### config.mk
export PLATFORM = sky130hd
export DESIGN_NAME = nios_led_driver
export DESIGN_NICKNAME = d
export VERILOG_FILES = /design/src/rtl/nios_led_driver_pkg.sv /design/src/rtl/nios_led_driver_pwm.sv /design/src/rtl/nios_led_driver.sv
export SDC_FILE = /design/constraint.sdc
export NUM_CORES = 1
export LEC_CHECK = 0
export CAP_MARGIN = 15
export CELL_PAD_IN_SITES_DETAIL_PLACEMENT = 1
export CELL_PAD_IN_SITES_GLOBAL_PLACEMENT = 1
export CORE_UTILIZATION = 41
export CTS_BUF_LIST = sky130_fd_sc_hd__clkbuf_2 sky130_fd_sc_hd__clkbuf_4 sky130_fd_sc_hd__clkbuf_8
export CTS_CLUSTER_DIAMETER = 100
export DETAILED_ROUTE_END_ITERATION = 6
export PLACE_DENSITY_LB_ADDON = 0.1
export SLEW_MARGIN = 20
export SYNTH_ARGS = -nofsm -noshare
export SYNTH_HDL_FRONTEND = slang
export SYNTH_SLANG_ARGS = --single-unit
### constraint.sdc
create_clock -name clk -period 4.05 [get_ports clk]
set_clock_uncertainty 0.15 [all_clocks]
set_input_delay 0.81 -clock clk [delete_from_list [all_inputs] [get_ports clk]]
set_output_delay 0.81 -clock clk [all_outputs]
set_load 0.01 [all_outputs]
### src/rtl/nios_led_driver_pkg.sv
// Shared constants for the Nios LED output-conditioning stage:
// register map, CTRL/STATUS bit positions and register reset values.
package nios_led_driver_pkg;

  localparam logic [1:0] ADDR_CTRL   = 2'd0;
  localparam logic [1:0] ADDR_BRIGHT = 2'd1;
  localparam logic [1:0] ADDR_DIV    = 2'd2;
  localparam logic [1:0] ADDR_STATUS = 2'd3;

  localparam int EN_BIT    = 0;
  localparam int BLINK_BIT = 1;
  localparam int PHASE_BIT = 8;

  // CTRL resets with EN=1, BLINK=0 so LEDs follow the PIO out of reset.
  localparam logic [1:0] CTRL_RESET = 2'b01;

  // All-ones at any width; the top slices off the low PWM_BITS.
  localparam logic [31:0] BRIGHT_RESET = 32'hFFFF_FFFF;

endpackage

### src/rtl/nios_led_driver_pwm.sv
// Global brightness PWM: free-running counter compared against BRIGHT.
// All-ones brightness is treated as fully on rather than (2^N-1)/2^N.
module led_pwm_gen #(
  parameter int PWM_BITS = 8
) (
  input  logic                clk,
  input  logic                reset_n,
  input  logic [PWM_BITS-1:0] bright,
  output logic                pwm_on
);

  logic [PWM_BITS-1:0] r_pwm_cnt;
  logic                w_full_on;

  always_ff @(posedge clk or negedge reset_n) begin
    if (!reset_n) begin
      r_pwm_cnt <= '0;
    end else begin
      r_pwm_cnt <= r_pwm_cnt + {{(PWM_BITS-1){1'b0}}, 1'b1};
    end
  end

  assign w_full_on = &bright;
  assign pwm_on    = w_full_on | (r_pwm_cnt < bright);

endmodule

### src/rtl/nios_led_driver.sv
// LED pin driver behind the Nios LED PIO: registers the pattern, applies
// PWM brightness, enable and synchronous blink, with a small Avalon-MM slave.
module nios_led_driver
  import nios_led_driver_pkg::*;
#(
  parameter int                  WIDTH     = 5,
  parameter int                  PWM_BITS  = 8,
  parameter int                  DIV_BITS  = 24,
  parameter logic [DIV_BITS-1:0] DIV_RESET = 24'd4999999
) (
  input  logic             clk,
  input  logic             reset_n,
  input  logic [WIDTH-1:0] led_in,
  input  logic [1:0]       address,
  input  logic             chipselect,
  input  logic             write_n,
  input  logic [31:0]      writedata,
  output logic [31:0]      readdata,
  output logic [WIDTH-1:0] led_out
);

  logic                w_wr;
  logic                w_wr_ctrl;
  logic                w_wr_bright;
  logic                w_wr_div;
  logic                w_pwm_on;
  logic                w_gate;
  logic                w_unused_wdata;
  logic [31:0]         w_rdata;

  logic                r_en;
  logic                r_blink;
  logic [PWM_BITS-1:0] r_bright;
  logic [DIV_BITS-1:0] r_div;
  logic [DIV_BITS-1:0] r_div_cnt;
  logic                r_phase;
  logic [WIDTH-1:0]    r_pat;
  logic [WIDTH-1:0]    r_led_out;

  assign w_wr        = chipselect & ~write_n;
  assign w_wr_ctrl   = w_wr & (address == ADDR_CTRL);
  assign w_wr_bright = w_wr & (address == ADDR_BRIGHT);
  assign w_wr_div    = w_wr & (address == ADDR_DIV);

  // Only the low field bits of each register are stored.
  assign w_unused_wdata = ^writedata[31:DIV_BITS];

  always_ff @(posedge clk or negedge reset_n) begin
    if (!reset_n) begin
      r_en     <= CTRL_RESET[EN_BIT];
      r_blink  <= CTRL_RESET[BLINK_BIT];
      r_bright <= BRIGHT_RESET[PWM_BITS-1:0];
      r_div    <= DIV_RESET;
    end else begin
      if (w_wr_ctrl) begin
        r_en    <= writedata[EN_BIT];
        r_blink <= writedata[BLINK_BIT];
      end
      if (w_wr_bright) begin
        r_bright <= writedata[PWM_BITS-1:0];
      end
      if (w_wr_div) begin
        r_div <= writedata[DIV_BITS-1:0];
      end
    end
  end

  // Blink prescaler. A DIV write restarts the half-period in the on phase,
  // taking priority over a toggle due on the same edge.
  always_ff @(posedge clk or negedge reset_n) begin
    if (!reset_n) begin
      r_div_cnt <= DIV_RESET;
      r_phase   <= 1'b1;
    end else if (w_wr_div) begin
      r_div_cnt <= writedata[DIV_BITS-1:0];
      r_phase   <= 1'b1;
    end else if (r_div_cnt == '0) begin
      r_div_cnt <= r_div;
      r_phase   <= ~r_phase;
    end else begin
      r_div_cnt <= r_div_cnt - {{(DIV_BITS-1){1'b0}}, 1'b1};
    end
  end

  led_pwm_gen #(
    .PWM_BITS (PWM_BITS)
  ) u_pwm (
    .clk     (clk),
    .reset_n (reset_n),
    .bright  (r_bright),
    .pwm_on  (w_pwm_on)
  );

  assign w_gate = r_en & w_pwm_on & (~r_blink | r_phase);

  always_ff @(posedge clk or negedge reset_n) begin
    if (!reset_n) begin
      r_pat     <= '0;
      r_led_out <= '0;
    end else begin
      r_pat     <= led_in;
      r_led_out <= r_pat & {WIDTH{w_gate}};
    end
  end

  assign led_out = r_led_out;

  // Zero-wait-state read mux, independent of chipselect like the PIO.
  always_comb begin
    w_rdata = '0;
    case (address)
      ADDR_CTRL: begin
        w_rdata[EN_BIT]    = r_en;
        w_rdata[BLINK_BIT] = r_blink;
      end
      ADDR_BRIGHT: w_rdata[PWM_BITS-1:0] = r_bright;
      ADDR_DIV:    w_rdata[DIV_BITS-1:0] = r_div;
      default: begin
        w_rdata[WIDTH-1:0] = r_led_out;
        w_rdata[PHASE_BIT] = r_phase;
      end
    endcase
  end

  assign readdata = w_rdata;

endmodule

### Word-level counts from Yosys, hierarchy flattened

Index checks and enable logic that the tools add are counted.

* $add $sub $neg: 2
* magnitude comparators: 1
* eq/ne operators: 2
* mux-type cells: 9
* bitwise logic cells: 12
* reduce and logical (&&, ||, !) cells: 5

Operator list (number)
* $mux W24: 2
* $logic_not A24 Y1: 1
* $sub A24 B1 Y24 const B: 1
* $mux W15: 1
* $pmux W3 S3: 1
* $add A8 B1 Y8 const B: 1
* $lt A8 B8 Y1: 1
* $reduce_and A8 Y1: 1
* $and A1 B1 Y1: 6
* $pmux W2 S3: 1
* $pmux W3 S2: 1
* $and A5 B5 Y5: 1
* $not A1 Y1: 3
* $eq A2 B1 Y1 const B: 1
* $eq A2 B2 Y1 const B: 1
* $logic_not A2 Y1: 1
* $mux W1: 2
* $or A1 B1 Y1: 2
* $pmux W1 S2: 1
* $reduce_bool A2 Y1: 1
* $reduce_or A2 Y1: 1

* register bits after elaboration: 77
* bits of input ports: 43
* output and inout bits: 37
* word-level logic and storage cells: 40

### Logic depth before layout (Yosys ltp)

Gate-level depths: netlist of the first run.

* word-level depth: 5
* gate-level depth with buffers: 9
* mapped depth without buffers: 7

### Cells and area by module

Synthesis of the first run repeated with hierarchy kept, for this count alone.

* cell total of the unflattened synthesis: 425
* area total of the unflattened synthesis: 4053.9 um^2

Modules (own cells, without submodules)
* nios_led_driver: instances 1, cells each 376, area each 3550.9 um^2, sequential area each 1771.7 um^2
* led_pwm_gen: instances 1, cells each 49, area each 503.0 um^2, sequential area each 200.2 um^2

### Worst setup path before layout of the first run

No wires, ideal clock.

* kind: register -> register
* from: register r_div_cnt[16]
* to: register r_div_cnt[13]
* setup time: 0.123 ns
* arrival time: 2.554 ns
* data required time: 3.777 ns
* setup slack: 1.223 ns
* stages on the path, launching flop included: 9
* buffers on the path: 3
* clock period less this slack: 2.827 ns
* path through: dfrtp_1 -> or4_1 -> buf_2 -> or4_1 -> buf_2 -> or4_1 -> clkbuf_2 -> or3_1 -> o221a_2

* longest elaborated chain between the ends: 3

Ends and longest elaborated chain
* start, declared: line nios_led_driver.sv:35 `logic [DIV_BITS-1:0] r_div_cnt;`
* start signal, assigned: line nios_led_driver.sv:75 `r_div_cnt <= writedata[DIV_BITS-1:0];`
* start signal, assigned: line nios_led_driver.sv:78 `r_div_cnt <= r_div;`
* start signal, assigned: line nios_led_driver.sv:81 `r_div_cnt <= r_div_cnt - {{(DIV_BITS-1){1'b0}}, 1'b1};`
* $logic_not A24 Y1: line nios_led_driver.sv:77 `end else if (r_div_cnt == '0) begin`
* $mux W24: line nios_led_driver.sv:77
* $mux W24: line nios_led_driver.sv:74 `end else if (w_wr_div) begin`

No other way between the ends.
A chain may end at the register's enable or synchronous reset.

### Worst setup path after layout of the first run

* from: input port address[0]
* to: output port readdata[0]

* longest elaborated chain between the ends: 2
* elaborated cells between the ends (all ways): 4
* classes of those cells: eq/ne (2); mux (1); reduce/logical (1)

Ends and longest elaborated chain
* start, declared: line nios_led_driver.sv:14 `input logic [1:0] address,`
* $eq A2 B2 Y1, or another cell as far along: line nios_led_driver.sv:111 `case (address)`
* $pmux W2 S3 *: line nios_led_driver.sv:111
* end, declared: line nios_led_driver.sv:18 `output logic [31:0] readdata,`

Every way passes the cells marked *; elsewhere a longest branch is shown, timed or not.

==> results of run 1 <==
==> sequential cells by signal, indices dropped and copies added (netlist names) <==
name	flops
r_blink	1
r_div	24
r_bright	8
u_pwm.r_pwm_cnt	8
r_div_cnt	24
r_en	1
r_phase	1
r_pat	5
led_out	5
==> through the flow <==
step	utilization, %	worst slack [ns]	area [um2]	std cells
2_1_floorplan	-	1.22	4130	436
3_3_place_gp	49.7	0.321	4830	609
3_5_place_dp	49.7	0.304	4830	609
4_1_cts	52.3	0.289	5090	625
5_1_grt	52.3	0.192	5090	625
6_report	52.3	0.295	5090	625
==> critical path, delay by kind of cell <==
| family | cells | cell delay [ns] |
|---|---|---|
| AO/OA/AOI/OAI | 1 | 0.44 |
| multiplexers | 1 | 0.14 |
| buffers and inverters | 3 | 1.11 |
| adder cells (fa/ha/maj) | 1 | 0.29 |
==> cell usage after synthesis, types with 3 or more instances <==
cell type	instances	area, um2
mux2i_1	9	90.1
or3_1	4	25.0
o31ai_1	5	37.5
nor4b_1	4	35.0
nor2b_1	4	25.0
nor4_1	5	31.3
xor2_1	8	70.1
clkbuf_1	16	60.1
a21oi_1	3	15.0
buf_4	8	60.1
o21ai_0	36	180
ha_1	14	175
or4_1	11	82.6
a21o_1	3	22.5
mux2_2	10	113
xnor2_1	11	96.3
and3_1	5	31.3
nand3_1	9	45.0
a22oi_1	6	45.0
nor2_1	13	48.8
and2_1	17	106
dfrtp_1	41	1030
inv_1	17	63.8
buf_2	4	20.0
o221ai_1	4	35.0
nand2_1	88	330
nand4b_1	6	52.6
dfstp_2	36	946
nor3_1	9	45.0
==> worst paths after layout <==
check / endpoint / slack, ns / cells past startpoint
setup / recovery: readdata[0] / 0.30 / 6
hold / removal: r_div[18] / 0.32 / 2
setup reg to reg: r_div_cnt[13] / 0.75 / 5
hold reg to reg: r_div[18] / 0.32 / 2
max in group asynchronous: r_div[7] / 2.64 / 1
min in group asynchronous: r_div[17] / 0.47 / 1
==> where the power goes <==
group | total, mW | switching, mW | internal [mW]
Sequential | 1.18 | 0.181 | 1.00
Clock | 0.738 | 0.302 | 0.436
Combinational | 0.579 | 0.289 | 0.290
==> cell families (layout without fill, tap and decap cells) <==
kind of cell / count (synthesis) / after routing / share of synthesized area (%)
muxes: 19 / 19 / 4.94
and+or+nand+nor: 183 / 183 / 22.4
adders and majority gates: 14 / 14 / 4.27
AOI/OAI and AO/OA: 70 / 70 / 11.0
buffers and inverters: 46 / 102 / 5.09
other: 1 / 8 / 0.0914
xor gates and xnor gates: 19 / 19 / 4.06
DFF: 77 / 77 / 48.1
==> layout make-up <==
class,instances,area share [%]
Sequential cell,77,38.8
Multi-Input combinational cell,313,38.3
Timing Repair Buffer,69,13.5
Tap cell,133,3.27
Clock buffer,11,2.85
Clock inverter,5,2.09
Inverter,17,1.25
==> routing by layer <==
layer	share of wire, %	track usage, %	routed length (um)	up-vias
met5	0	0	0	-
met4	1.4	7.58	155	0
met3	2.4	2.74	260	13
met2	51	39.4	5520	62
met1	45	28.4	4820	1690
li1	-	-	-	1591
==> summary.txt, run 1 <==
Status
  • Status: finished clean

Clock network
  • CTS root buf: clkbuf_8
  • Clk buf depth: 2
  • Hold_buf cts: 0
  • Htree depth: 3
  • TritonCTS clock tree: done
  • CTS Sinks: 77
  • Resize count post-CTS: 0
  • Num CTS Buffers: 9
  • Postcts setup bufs: 0
  • Clk_lat worst skew: 0.36 ns
  • CTS clock-pin slew for the worst setup and hold paths: ~0.070 ns

Route
  • Post-route ant nets: 0
  • DRT Pass-1 Iters: 4
  • WL per Instance: 17.2 um
  • # DRC: 0
  • Via-to-Cell Ratio: around 5.4
  • WL final: 10.8 mm
  • Iter 0 DRT Violations: 148
  • Vias: 3356

Finish
  • Most frequent cells in the layout: nand2_1 (88), clkdlybuf4s50_1 (62), dfrtp_1 (41), o21ai_0 (36), dfstp_2 (36)
  • Fin nets: 544
  • FF/Latch Area: 1970 um2
  • Syn-to-layout area delta: 24.0%
  • Layout cells sized above 1: 14.8%
  • Commonest non-fill, non-tap cell in the layout: nand2_1
  • Layout fillers: about 1100
  • Multi-input logic area: around 1900 um2
  • Ant diodes: 0

Critical path
  • RR Startpoint: r_div_cnt[16]
  • Worst path cell trace: clkdlybuf4s50_1 -> inv_1 -> ha_1 -> a222oi_1 -> mux2i_1 -> clkdlybuf4s50_1
  • Max stage delay on crit path: about 0.53 ns
  • Crit Path Class: input pin to output port
  • CP Launch Point: address[0]
  • Worst setup SP type: input pin
  • WP data required: 3.09 ns
  • Cell mode on critical path: clkdlybuf4s50_1
  • Slowest CP cell: clkdlybuf4s50_1
  • CP arrival: roughly 2.8 ns
  • Crit path max fanout: 7
  • Crit. End Element: output port

Global routing
  • Tot GR Track Use: 22.4%
  • Initial antenna violation count: 0
  • Remaining Overflow, GRT: 0
  • Largest net degree at the start of global routing: 78
  • First-pass GRT wire length: 17.9 mm
  • Vias in the first global route: 3590

Synth
  • Post-synth design cell area: a little over 4000 um2
  • Synthesized area per cell: 9.56 um2
  • Synth warnings: 0
  • Primary FF master, synth: dfrtp_1
  • Ys async rst share: 100%
  • Synth Register Bits: 77
  • Gate Count Post-Synth: 429
  • Distinct cells, synth: 48
  • Post-synth EDFFs: 0
  • Seq/Total Area, Yosys: 48.1%

STA
  • Max-slew headroom: 33.8%
  • Fmax: 0.266 GHz
  • Final Hold Fails: 0
  • Fin crit share: a little over 90%
  • Hold WS: around 0.32 ns
  • Final setup viols: 0
  • Worst slew pin tran: 0.992 ns
  • Min Clock Period, post-route: 3.75 ns
  • Final slew viol count: 0
  • Unrepaired setup endpoints after global routing: no
  • Fin Setup TNS: 0 ns

Pwr
  • Pleak: around 2.2 nW
  • Final total power: between 2 and 3 mW
  • Power Dens Cells: 492 nW/um2
  • Max IR drop VDD: 0.000168 V

Die
  • Initial core utilization: approximately 42%
  • Core footprint: a little under 10000 um2
  • # IOs: 80
  • Die height: between 100 and 150 um
  • Num rows: 36
  • Die X: roughly 100 um
  • Die area: 10400 um2

Job
  • Max-Cap Viols: 0

Place
  • Detailed-placement wirelength estimate: 7.65 mm
  • Port bufs: 63
  • GPL Wtd Cong: 0.754

Min path
  • Hold WC Path Type: flip-flop to flip-flop
  • Min-delay src: r_div[18]
No activity file was read; power rests on OpenSTA's default activity.
==> run 2: changes to the inputs <==
Settings changed: CELL_PAD_IN_SITES_DETAIL_PLACEMENT 1 to unset, CELL_PAD_IN_SITES_GLOBAL_PLACEMENT 1 to unset, CORE_UTILIZATION 41 to 54, CTS_CLUSTER_SIZE set to 16, PLACE_DENSITY set to 0.83, PLACE_DENSITY_LB_ADDON 0.1 to unset, RECOVER_POWER set to 25.
==> summary.txt, run 2 (synthesis gave the netlist of run 1 again) <==
Global routing
  • Initial antenna violation count: 0
  • Largest net degree at the start of global routing: 34
  • First-pass GRT wire length: ~16 mm
  • Remaining Overflow, GRT: 0
  • Tot GR Track Use: about a quarter
  • Vias in the first global route: roughly 3400

Place
  • Detailed-placement wirelength estimate: 6.95 mm
  • Port bufs: 63
  • Placed instance count: 579
  • GPL Wtd Cong: 0.870

Route
  • Iter 0 DRT Violations: 206
  • Vias: roughly 3400
  • WL final: 9.63 mm
  • DRT Pass-1 Iters: 5
  • WL per Instance: 16.2 um
  • # DRC: 0
  • Via-to-Cell Ratio: slightly below 6
  • Post-route ant nets: 0

Min path
  • Hold WC Path Type: flip-flop to flip-flop
  • Hold worst-path end: r_div[18]
  • Hold Path Cell Cnt: 2
  • Min-delay src: r_div[18]

Critical path
  • Crit. End Element: output port
  • Worst path cell trace: clkdlybuf4s50_1 -> inv_1 -> ha_1 -> a22oi_1 -> o21ai_0 -> clkdlybuf4s50_1
  • Crit Path Class: input pin to output port
  • Cell mode on critical path: clkdlybuf4s50_1
  • WP data required: 3.09 ns
  • CP arrival: ~2.8 ns
  • Crit path depth: 6
  • Buf+Inv Stages, Crit Path: 3
  • Worst r2r path cells: 5
  • Worst path top cell family by delay: buffers and inverters
  • Worst setup SP type: input pin
  • Max stage delay on crit path: 0.58 ns
  • RR Startpoint: r_div_cnt[16]
  • Reg2reg end: r_div_cnt[13]
  • Crit path max fanout: 11
  • Slowest CP cell: clkdlybuf4s50_1
  • R2R Setup Slk: 0.80 ns

STA
  • Unrepaired setup endpoints after global routing: no
  • Final slew viol count: 34
  • Fin Setup TNS: 0 ns
  • Max-slew headroom: -15.1%
  • Final setup viols: 0
  • Worst slew pin tran: 1.73 ns
  • Hold WS: 0.319 ns
  • Final Hold Fails: 0
  • Fin crit share: 93.1%
  • Fmax: 0.265 GHz
  • Min Clock Period, post-route: 3.77 ns

Finish
  • Most frequent cells in the layout: nand2_1 (88), clkdlybuf4s50_1 (57), dfrtp_1 (41), o21ai_0 (36), dfstp_2 (36)
  • Commonest non-fill, non-tap cell in the layout: nand2_1
  • Biggest regs: r_div (24), r_div_cnt (24)
  • Fin nets: 548
  • Ant diodes: 0
  • Final Non-Filler Cells: between 500 and 600
  • Syn-to-layout area delta: 22.2%
  • Layout cells sized above 1: between 10% and 20%
  • Layout fillers: 565

Clock network
  • Clk buf depth: 2
  • Postcts setup bufs: 0
  • CTS Sinks: 77
  • CTS root buf: clkbuf_8
  • Resize count post-CTS: 0
  • Num CTS Buffers: 9
  • Htree depth: 3
  • Hold_buf cts: 0
  • Clk_lat worst skew: 0.34 ns
  • TritonCTS clock tree: done
  • CTS clock-pin slew for the worst setup and hold paths: 0.07 ns

Die
  • Die height: 89.2 um
  • Core footprint: 7290 um2
  • Die X: 89.2 um
  • Num rows: 31
  • Die area: 7950 um2
  • # IOs: 80
  • Initial core utilization: 56.2%

Pwr
  • Power Dens Cells: around 470 nW/um2
  • Max IR drop VDD: between 0.0002 and 0.0003 V
  • Final total power: 2.35 mW
  • Pleak: 2.19 nW

Status
  • Status: finished, violations left
  • Failing checks: capacitance limit, slew limit

Job
  • Max-Cap Viols: 1
run 2: layout make-up:
cell class	instances	area (um2)	area share, %
Timing Repair Buffer	73	696	13.9
Tap cell	99	124	2.47
Inverter	17	63.8	1.27
Sequential cell	77	1970	39.3
Clock buffer	13	166	3.32
Clock inverter	3	43.8	0.874
Multi-Input combinational cell	313	1950	38.8
run 2: power breakdown:
group,internal (mW),total [mW],switching (mW)
Sequential,1.00,1.18,0.177
Clock,0.333,0.606,0.273
Combinational,0.289,0.568,0.279
run 2: metrics by stage:
step	utilization, %	instance area, um2	setup slack (ns)
global placement	65.9	4810	0.322
floorplan	-	4130	1.22
global route	68.7	5010	0.132
CTS	68.8	5020	0.278
detailed placement	65.9	4810	0.291
finish	68.7	5010	0.280
run 2: metal layers:
| metal | global-route usage (%) | routed length [um] |
|---|---|---|
| met1 | 35.5 | 4170 |
| met2 | 44.0 | 4770 |
| met3 | 4.62 | 536 |
| met4 | 8.08 | 148 |
| met5 | 0 | 0 |
run 2: worst register-to-register path, cell delays in order (launching register included):
cell,delay (ns)
dfrtp_1,0.44
or4_1,0.60
or4_1,0.56
or4_1,0.84
or3_1,0.43
o221a_2,0.13
run 2: worst max path at each step:
stage                     slack, ns     startpoint             to
final                          0.28     address[0]    readdata[3]
after global routing           0.13     address[0]    readdata[3]
after CTS                      0.28     address[0]    readdata[3]
after detailed placement       0.29     address[0]    readdata[4]
after global placement         0.32     address[0]    readdata[3]
after floorplan                1.22  r_div_cnt[16]  r_div_cnt[13]
==> run 3: changes to the inputs <==
Settings changed: TNS_END_PERCENT set to 50.
==> results of run 3 <==
Final layout, timing and power as in run 2 (identical DEF).
